## src/rtl/edge_table_writer_if.sv

```systemverilog
// Host-stream and RAM-write-port bundle for edge_table_writer.
// The host/loader side uses the master modport; the writer uses slave.
interface edge_table_writer_if #(
    parameter int ADDR_W = 11
) ();
    logic              in_valid;
    logic              in_ready;
    logic [7:0]        in_first;
    logic [7:0]        in_second;
    logic              in_last;
    logic              ram_we;
    logic [ADDR_W-1:0] ram_addr;
    logic [15:0]       ram_wdata;

    modport master (
        output in_valid, in_first, in_second, in_last,
        input  in_ready, ram_we, ram_addr, ram_wdata
    );

    modport slave (
        input  in_valid, in_first, in_second, in_last,
        output in_ready, ram_we, ram_addr, ram_wdata
    );
endinterface

```

## src/rtl/edge_table_writer.sv

```systemverilog
// Edge RAM writer: streams normalised pose pairs to addresses 0.. and pads the tail with PAD_WORD.
// Optional feature macro EDGE_CHECK_EN: bad entries (pose out of range or A == B) are written as PAD_WORD.
module edge_table_writer #(
    parameter int          EDGE_NUM = 1035,
    parameter int          NUM_POSE = 66,
    parameter int          ADDR_W   = 11,
    parameter logic [15:0] PAD_WORD = 16'hFFFF
) (
    input  logic                CLK,
    input  logic                RST,
    input  logic                start,
    edge_table_writer_if.slave  bus,
    output logic [ADDR_W-1:0]   edge_count,
    output logic                done,
    output logic [1:0]          error,
    output logic [2:0]          state
);

    typedef enum logic [2:0] {
        S_IDLE = 3'd0,
        S_LOAD = 3'd1,
        S_PAD  = 3'd2,
        S_DONE = 3'd3
    } state_t;

`ifdef EDGE_CHECK_EN
    localparam bit LP_CHECK = 1'b1;
`else
    localparam bit LP_CHECK = 1'b0;
`endif

    // One extra bit so the pointer can hold EDGE_NUM even when it equals 2**ADDR_W.
    localparam logic [ADDR_W:0] LP_LAST = (ADDR_W+1)'(EDGE_NUM - 1);

    state_t              r_state;
    logic [ADDR_W:0]     r_wp;
    logic [ADDR_W-1:0]   r_edge_count;
    logic                r_done;
    logic [1:0]          r_error;
    logic                r_in_ready;
    logic                r_ram_we;
    logic [ADDR_W-1:0]   r_ram_addr;
    logic [15:0]         r_ram_wdata;

    logic                w_accept;
    logic                w_bad;

    function automatic logic [15:0] f_norm_pair(input logic [7:0] a, input logic [7:0] b);
        return (a < b) ? {a, b} : {b, a};
    endfunction

    function automatic logic f_bad_entry(input logic [7:0] a, input logic [7:0] b);
        return (a >= 8'(NUM_POSE)) || (b >= 8'(NUM_POSE)) || (a == b);
    endfunction

    // in_ready is only ever high in LOAD, so the handshake alone qualifies an accept.
    assign w_accept = bus.in_valid & r_in_ready;
    assign w_bad    = LP_CHECK && f_bad_entry(bus.in_first, bus.in_second);

    always_ff @(posedge CLK) begin
        if (RST) begin
            r_state      <= S_IDLE;
            r_wp         <= '0;
            r_edge_count <= '0;
            r_done       <= 1'b0;
            r_error      <= 2'b00;
            r_in_ready   <= 1'b0;
            r_ram_we     <= 1'b0;
            r_ram_addr   <= '0;
            r_ram_wdata  <= '0;
        end else begin
            r_ram_we <= 1'b0;
            case (r_state)
                S_IDLE, S_DONE: begin
                    if (start) begin
                        r_state      <= S_LOAD;
                        r_wp         <= '0;
                        r_edge_count <= '0;
                        r_error      <= 2'b00;
                        r_done       <= 1'b0;
                        r_in_ready   <= 1'b1;
                    end
                end
                S_LOAD: begin
                    if (start) r_error[1] <= 1'b1;
                    if (w_accept) begin
                        r_ram_we     <= 1'b1;
                        r_ram_addr   <= r_wp[ADDR_W-1:0];
                        r_ram_wdata  <= w_bad ? PAD_WORD : f_norm_pair(bus.in_first, bus.in_second);
                        r_wp         <= r_wp + 1'b1;
                        r_edge_count <= r_edge_count + 1'b1;
                        if (w_bad) r_error[0] <= 1'b1;
                        if (r_wp == LP_LAST) begin
                            r_state    <= S_DONE;
                            r_done     <= 1'b1;
                            r_in_ready <= 1'b0;
                        end else if (bus.in_last) begin
                            r_state    <= S_PAD;
                            r_in_ready <= 1'b0;
                        end
                    end
                end
                S_PAD: begin
                    if (start) r_error[1] <= 1'b1;
                    r_ram_we    <= 1'b1;
                    r_ram_addr  <= r_wp[ADDR_W-1:0];
                    r_ram_wdata <= PAD_WORD;
                    r_wp        <= r_wp + 1'b1;
                    if (r_wp == LP_LAST) begin
                        r_state <= S_DONE;
                        r_done  <= 1'b1;
                    end
                end
                default: r_state <= S_IDLE;
            endcase
        end
    end

    assign bus.in_ready  = r_in_ready;
    assign bus.ram_we    = r_ram_we;
    assign bus.ram_addr  = r_ram_addr;
    assign bus.ram_wdata = r_ram_wdata;
    assign edge_count    = r_edge_count;
    assign done          = r_done;
    assign error         = r_error;
    assign state         = r_state;

endmodule

```

## src/flat_wrapper.sv

```systemverilog
// flat-port wrapper written by rule: the top's interface ports become plain ports
module edge_table_writer_flat 
#(
    parameter int          EDGE_NUM = 1035,
    parameter int          NUM_POSE = 66,
    parameter int          ADDR_W   = 11,
    parameter logic [15:0] PAD_WORD = 16'hFFFF
)
  (CLK, RST, start, edge_count, done, error, state, bus_in_valid, bus_in_first, bus_in_second, bus_in_last, bus_in_ready, bus_ram_we, bus_ram_addr, bus_ram_wdata);
  edge_table_writer_if #(.ADDR_W(ADDR_W)) bus_i ();
  input  logic CLK;
  input  logic RST;
  input  logic start;
  output logic [ADDR_W-1:0] edge_count;
  output logic done;
  output logic [1:0] error;
  output logic [2:0] state;
  input wire logic [$bits(bus_i.in_valid)-1:0] bus_in_valid;
  input wire logic [$bits(bus_i.in_first)-1:0] bus_in_first;
  input wire logic [$bits(bus_i.in_second)-1:0] bus_in_second;
  input wire logic [$bits(bus_i.in_last)-1:0] bus_in_last;
  output wire logic [$bits(bus_i.in_ready)-1:0] bus_in_ready;
  output wire logic [$bits(bus_i.ram_we)-1:0] bus_ram_we;
  output wire logic [$bits(bus_i.ram_addr)-1:0] bus_ram_addr;
  output wire logic [$bits(bus_i.ram_wdata)-1:0] bus_ram_wdata;
  assign bus_i.in_valid = bus_in_valid;
  assign bus_i.in_first = bus_in_first;
  assign bus_i.in_second = bus_in_second;
  assign bus_i.in_last = bus_in_last;
  assign bus_in_ready = bus_i.in_ready;
  assign bus_ram_we = bus_i.ram_we;
  assign bus_ram_addr = bus_i.ram_addr;
  assign bus_ram_wdata = bus_i.ram_wdata;
  edge_table_writer #(.EDGE_NUM(EDGE_NUM), .NUM_POSE(NUM_POSE), .ADDR_W(ADDR_W), .PAD_WORD(PAD_WORD)) u_core (.CLK(CLK), .RST(RST), .start(start), .bus(bus_i), .edge_count(edge_count), .done(done), .error(error), .state(state));
endmodule
```

## config.mk

```make
export PLATFORM = sky130hd
export DESIGN_NAME = edge_table_writer_flat
export DESIGN_NICKNAME = d
export VERILOG_FILES = /design/src/rtl/edge_table_writer_if.sv /design/src/rtl/edge_table_writer.sv /design/src/flat_wrapper.sv
export SDC_FILE = /design/constraint.sdc
export NUM_CORES = 1
export LEC_CHECK = 0
export BUFFER_PORTS_ARGS = -buffer_cell sky130_fd_sc_hd__buf_2
export CORE_UTILIZATION = 53
export CTS_CLUSTER_DIAMETER = 80
export DETAILED_ROUTE_END_ITERATION = 10
export PLACE_DENSITY = 0.9
export SYNTH_ARGS = -nofsm -noshare
export SYNTH_HDL_FRONTEND = slang
export SYNTH_SLANG_ARGS = --single-unit
```

## constraint.sdc

```tcl
create_clock -name CLK -period 2.6 [get_ports CLK]
set_clock_uncertainty 0.2 [all_clocks]
set_input_delay 0.39 -clock CLK [delete_from_list [all_inputs] [get_ports CLK]]
set_output_delay 0.39 -clock CLK [all_outputs]
set_load 0.03 [all_outputs]
```

# Yosys cells after proc, flatten, opt, wreduce, memory -nomap -nowiden
# Index checks and enable logic that the tools add are counted.
# Widths: inputs -> output; s select.
# word_totals
register_bits	57
out_inout_bits	46
elab_cells	65
inputBits	21
# classes
mux	30
bitwise_logic	1
add_sub_neg	2
eq_ne	9
n_reduce_logical	13
magnitude_cmp	1
# op_table
operator	count
$pmux 11 s2	2
$pmux 12 s3	1
$mux 11	3
$mux 16	2
$pmux 16 s2	1
$mux 12	2
$mux 3	5
$add 12x1->12 const B	1
$eq 12x11->1 const B	1
$add 11x1->11 const B	1
$pmux 3 s3	1
$reduce_and 3->1	3
$lt 8x8->1	1
$mux 1	8
$reduce_and 4->1	2
$eq 3x2->1 const B	2
$ne 2x1->1 const B	3
$pmux 1 s2	3
$reduce_bool 2->1	3
$reduce_or 2->1	2
$eq 3x1->1 const B	1
$logic_not 3->1	1
$ne 3x2->1 const B	1
$pmux 1 s3	1
other kinds (5)	5

# Depth between registers and ports, before layout
# logic_depth
depth_word	4
ltp_mapped	10
depth_no_buf	7

# Worst setup path after synthesis
# Ideal clock, no wire load.
# synth_timing
path_type	reg-to-reg
from	register u_core.r_state[0], in the netlist u_core.state[0]
to	register u_core.r_wp[9]
stages_incl_launch_ff	10
required_ns	2.329
path_slack_ns	0.180
t_arrival_ns	2.150
path_cell_list	dfxtp_1 > inv_1 > ha_1 > buf_6 > nor2b_4 > buf_6 > or3_1 > clkbuf_2 > or3_1 > a21oi_1
# synth_between
elab_chain_len	4
word_cells_on_any_way	10
# synth_lines
item	line_no	text
start, declared	edge_table_writer.sv:35	state_t r_state;
start signal, assigned	edge_table_writer.sv:62	r_state <= S_IDLE;
start signal, assigned	edge_table_writer.sv:76	r_state <= S_LOAD;
start signal, assigned	edge_table_writer.sv:94	r_state <= S_DONE;
$eq 3x2->1 or $logic_not 3->1 (tied branches)	edge_table_writer.sv:73	case (r_state)
$reduce_or 2->1	edge_table_writer.sv:73	
$ne 2x2->1 (no line) or $reduce_bool 3->1 (tied branches)	n/a	
$reduce_and 3->1 (no line)	n/a	
end signal, assigned	edge_table_writer.sv:90	r_wp <= r_wp + 1'b1;
end signal, assigned	edge_table_writer.sv:108	r_wp <= r_wp + 1'b1;
end, declared	edge_table_writer.sv:36	logic [ADDR_W:0] r_wp;
# Parallel ways exist; a longest one is shown, timed or not.
# A chain may end at the register's enable or synchronous reset.

# Worst setup path after layout
# layout_timing
from	input bus_in_second[6]
to	register u_core.r_ram_wdata[13], in the netlist u_core.bus.ram_wdata[13]
# layout_between
elab_chain_len	4
# layout_lines
item	line_no	text
start, declared	flat_wrapper.sv:20	input wire logic [$bits(bus_i.in_second)-1:0] bus_in_second;
$lt 8x8->1	edge_table_writer.sv:49	return (a < b) ? {a, b} : {b, a};
$mux 16	edge_table_writer.sv:49	
$mux 16	edge_table_writer.sv:86	if (w_accept) begin
$pmux 16 s2	edge_table_writer.sv:73	
end signal, assigned	edge_table_writer.sv:89	r_ram_wdata <= w_bad ? PAD_WORD : f_norm_pair(bus.in_first, bus.in_second);
end, declared	edge_table_writer.sv:43	logic [15:0] r_ram_wdata;
# Every way passes these cells. The select of a mux whose other input is x is not followed.

==> results.json <==
{
  "fp.dieW_um": 72.9,
  "port_buffers": 64,
  "max-cap-violations": 0,
  "gp_congestion": 0.861,
  "final_cell_mix": "buf_2, dfxtp_1, nor2_1",
  "cts_buffer_depth": 2,
  "yosys-top-cells-area": "dfxtp_1, mux2i_1, ha_1",
  "die-height_um": 72.9,
  "cp_data_required_time_ns": 2.63,
  "crit_path_cell_trace": "buf_2 > inv_1 > ha_1 > and3_1 > o211ai_1 > o21ai_2 > mux2i_1 > a211oi_1",
  "cp_slowest_cell": "o21ai_2",
  "peakVddDrop_uv": 539,
  "drv_slew": 0,
  "ys_seq_area_share_pct": 42.1,
  "grt_pass1_vias": 2280,
  "hold_violations": 0,
  "antenna_found_initial": 0,
  "pwr-share-comb_pct": 41.0,
  "vias": 2355,
  "cts_setup_buffers": 0,
  "drt-initial-drc-count": 155,
  "final_common_cell": "buf_2",
  "synth.top_cell.area_share_pct": 42.1,
  "htreeDepth": 2,
  "crit_path_end_kind": "flip-flop",
  "p_int_mw": 1.54,
  "vias_per_cell": 5.40,
  "critical_path.max_fanout": 16,
  "synth-edff-count": 0,
  "worstHoldPathType": "in2reg",
  "postRouteAntennaNets": 0,
  "postLayoutCellArea_um2": 3110,
  "path_class": "in2reg",
  "dr.pass1.iters": 4,
  "grt_pass1_wl_mm": 9.80,
  "layout_worst_path_cycle_share_pct": 91.4,
  "start_kind": "input port",
  "start_util_pct": 55.7,
  "r2r_cells": 5,
  "core_area_um2": 4790,
  "clkPwrFrac_pct": 18.0,
  "yosys_warnings": 0,
  "pwr_density_cell_nw_per_um2": 844,
  "swShare_pct": 41.2,
  "clk_pin_slew_ns": 0.10,
  "rsz0062_at_grt": "false",
  "setup_viol": 0,
  "syn_area_um2": 2660,
  "syn_inst": 307,
  "clock-root-buffer": "clkbuf_8",
  "wl_per_cell_um": 13.3,
  "clk_latency_ns": 0.31,
  "relSlewSlack_pct": 26.6,
  "holdBufCountCts": 0,
  "synth_top_family_by_area": "simple AND/OR/NAND/NOR gates",
  "cts_tree": "yes",
  "placed_area_um2": 3020,
  "place_inst": 428,
  "seq_power_share_pct": 41.0,
  "num_rows": 25,
  "antenna_cells": 0,
  "tightest_slew_ns": 1.10,
  "cts_resized": 0,
  "hpwl_mm": 4.25,
  "drive_gt1_share_pct": 23.3,
  "nets": 401,
  "cp_data_arrival_time_ns": 2.41,
  "cellLeakagePower_nw": 1.35,
  "muxShareOfSynthArea_pct": 6.39,
  "io_pins": 67,
  "hold_depth": 2,
  "numClockSinks": 56,
  "synth_fa_ha_area_share_pct": 5.64,
  "track_usage_pct": 23.6,
  "synth_cell_types": 43,
  "grt_max_degree": 36,
  "synth-simple-area-share_pct": 20.2,
  "dieArea_um2": 5310,
  "status": "finished, final reports clean",
  "synth-xor-area-share_pct": 4.60,
  "routed_wl_mm": 5.82,
  "synth_compound_area_share_pct": 15.1,
  "ys_async_sr_fraction_pct": 0,
  "min_period_ns": 2.38,
  "ys.flop_type": "dfxtp_1",
  "power.switching_mw": 1.08,
  "cts_buffers": 5,
  "area_growth_pct": 16.7,
  "cp_slowest_stage_delay_ns": 0.80,
  "final_cells": 436,
  "avgSynthCellArea_um2": 8.68,
  "drcViolationCount": 0,
  "clock.fmax_ghz": 0.421,
  "yosysTopAreaCell": "dfxtp_1",
  "ys_ff_latch": 56,
  "gr-total-overflow": 0
}
-- flip-flops by register name, indices dropped and copies added (netlist names) --
signal                flops
u_core.bus.ram_wdata     16
u_core.r_wp              12
u_core.bus.ram_addr      11
u_core.edge_count        11
u_core.state              2
u_core.bus.in_ready       1
u_core.bus.ram_we         1
u_core.done               1
u_core.error              1
-- logic make-up (layout without fill, tap and decap cells) --
family / Yosys count / count (layout)
flops: 56 / 56
mux: 17 / 17
compound gates: 63 / 63
xor+xnor: 14 / 14
fa+ha+maj: 12 / 12
buf+inv: 32 / 93
simple gates: 112 / 112
other cells: 1 / 2
-- metrics by stage --
stage | hold WS, ns | setup WS (ns) | power [mW] | util, % | setup TNS [ns]
CTS | 0.0642 | 0.238 | 2.64 | 65.0 | 0
global placement | 0.240 | 0.0193 | 2.13 | 63.1 | 0
finish | 0.0756 | 0.223 | 2.62 | 65.0 | 0
global route | 0.0791 | 0.0480 | 2.79 | 65.0 | 0
detailed placement | 0.244 | -0.0844 | 2.16 | 63.1 | -0.919
floorplan | 0.263 | 0.180 | 1.91 | - | 0
-- synthesized netlist by cell type, types with 3 or more instances --
library cell and n:
nand2_1 30, a21oi_1 24, inv_1 15, buf_2 3, clkbuf_1 8, mux2i_1 17
nand2b_1 3, xnor2_1 3, nand3_1 9, buf_6 3, nor2_1 38, dfxtp_1 56
ha_1 12, xor2_1 11, and3_1 4, o21ai_0 8, nand4_1 5, a211oi_1 17
nor3_1 5, or3_1 7
-- power groups by stage --
| stage | sequential [mW] | combinational, mW | clock, mW |
|---|---|---|---|
| after floorplan | 1.32 | 0.590 | 0 |
| after global placement | 1.09 | 1.05 | 0 |
| after detailed placement | 1.09 | 1.07 | 0 |
| after CTS | 1.08 | 1.08 | 0.485 |
| after global routing | 1.09 | 1.17 | 0.523 |
| final | 1.08 | 1.07 | 0.473 |
-- critical path: cells and delay by family --
family	cells	cell delay, ns
buffers and inverters	2	0.16
AO/OA/AOI/OAI	3	1.18
multiplexers	1	0.20
adder cells (fa/ha/maj)	1	0.29
AND/OR/NAND/NOR	1	0.17
-- layer usage --
layer	share of wire (%)	wire [um]	global-route usage [%]
met5	0	0	0
met4	1.3	74	7.63
met2	50	2880	42.5
met1	43	2480	27.5
met3	6.5	380	5.39
-- final timing paths --
check,end,start,slack (ns)
max,u_core.bus.ram_wdata[13]$_SDFFE_PP0P_,bus_in_second[6],0.22
min,u_core.edge_count[0]$_SDFFE_PP0P_,RST,0.08
max reg2reg,u_core.bus.ram_wdata[13]$_SDFFE_PP0P_,u_core.state[0]$_SDFFE_PP0P_,0.27
min reg2reg,u_core.bus.ram_addr[3]$_SDFFE_PP0P_,u_core.bus.ram_addr[3]$_SDFFE_PP0P_,0.26
-- area by class of cell --
type	count	area [um2]
inverter	15	56.3
multi-input combinational	220	1400
fill	402	1680
tap	67	83.8
clock buffer	5	68.8
clock inverter	3	18.8
sequential	56	1120
timing repair buffer	70	365
Note: power is estimated with default switching activity, not from simulation.
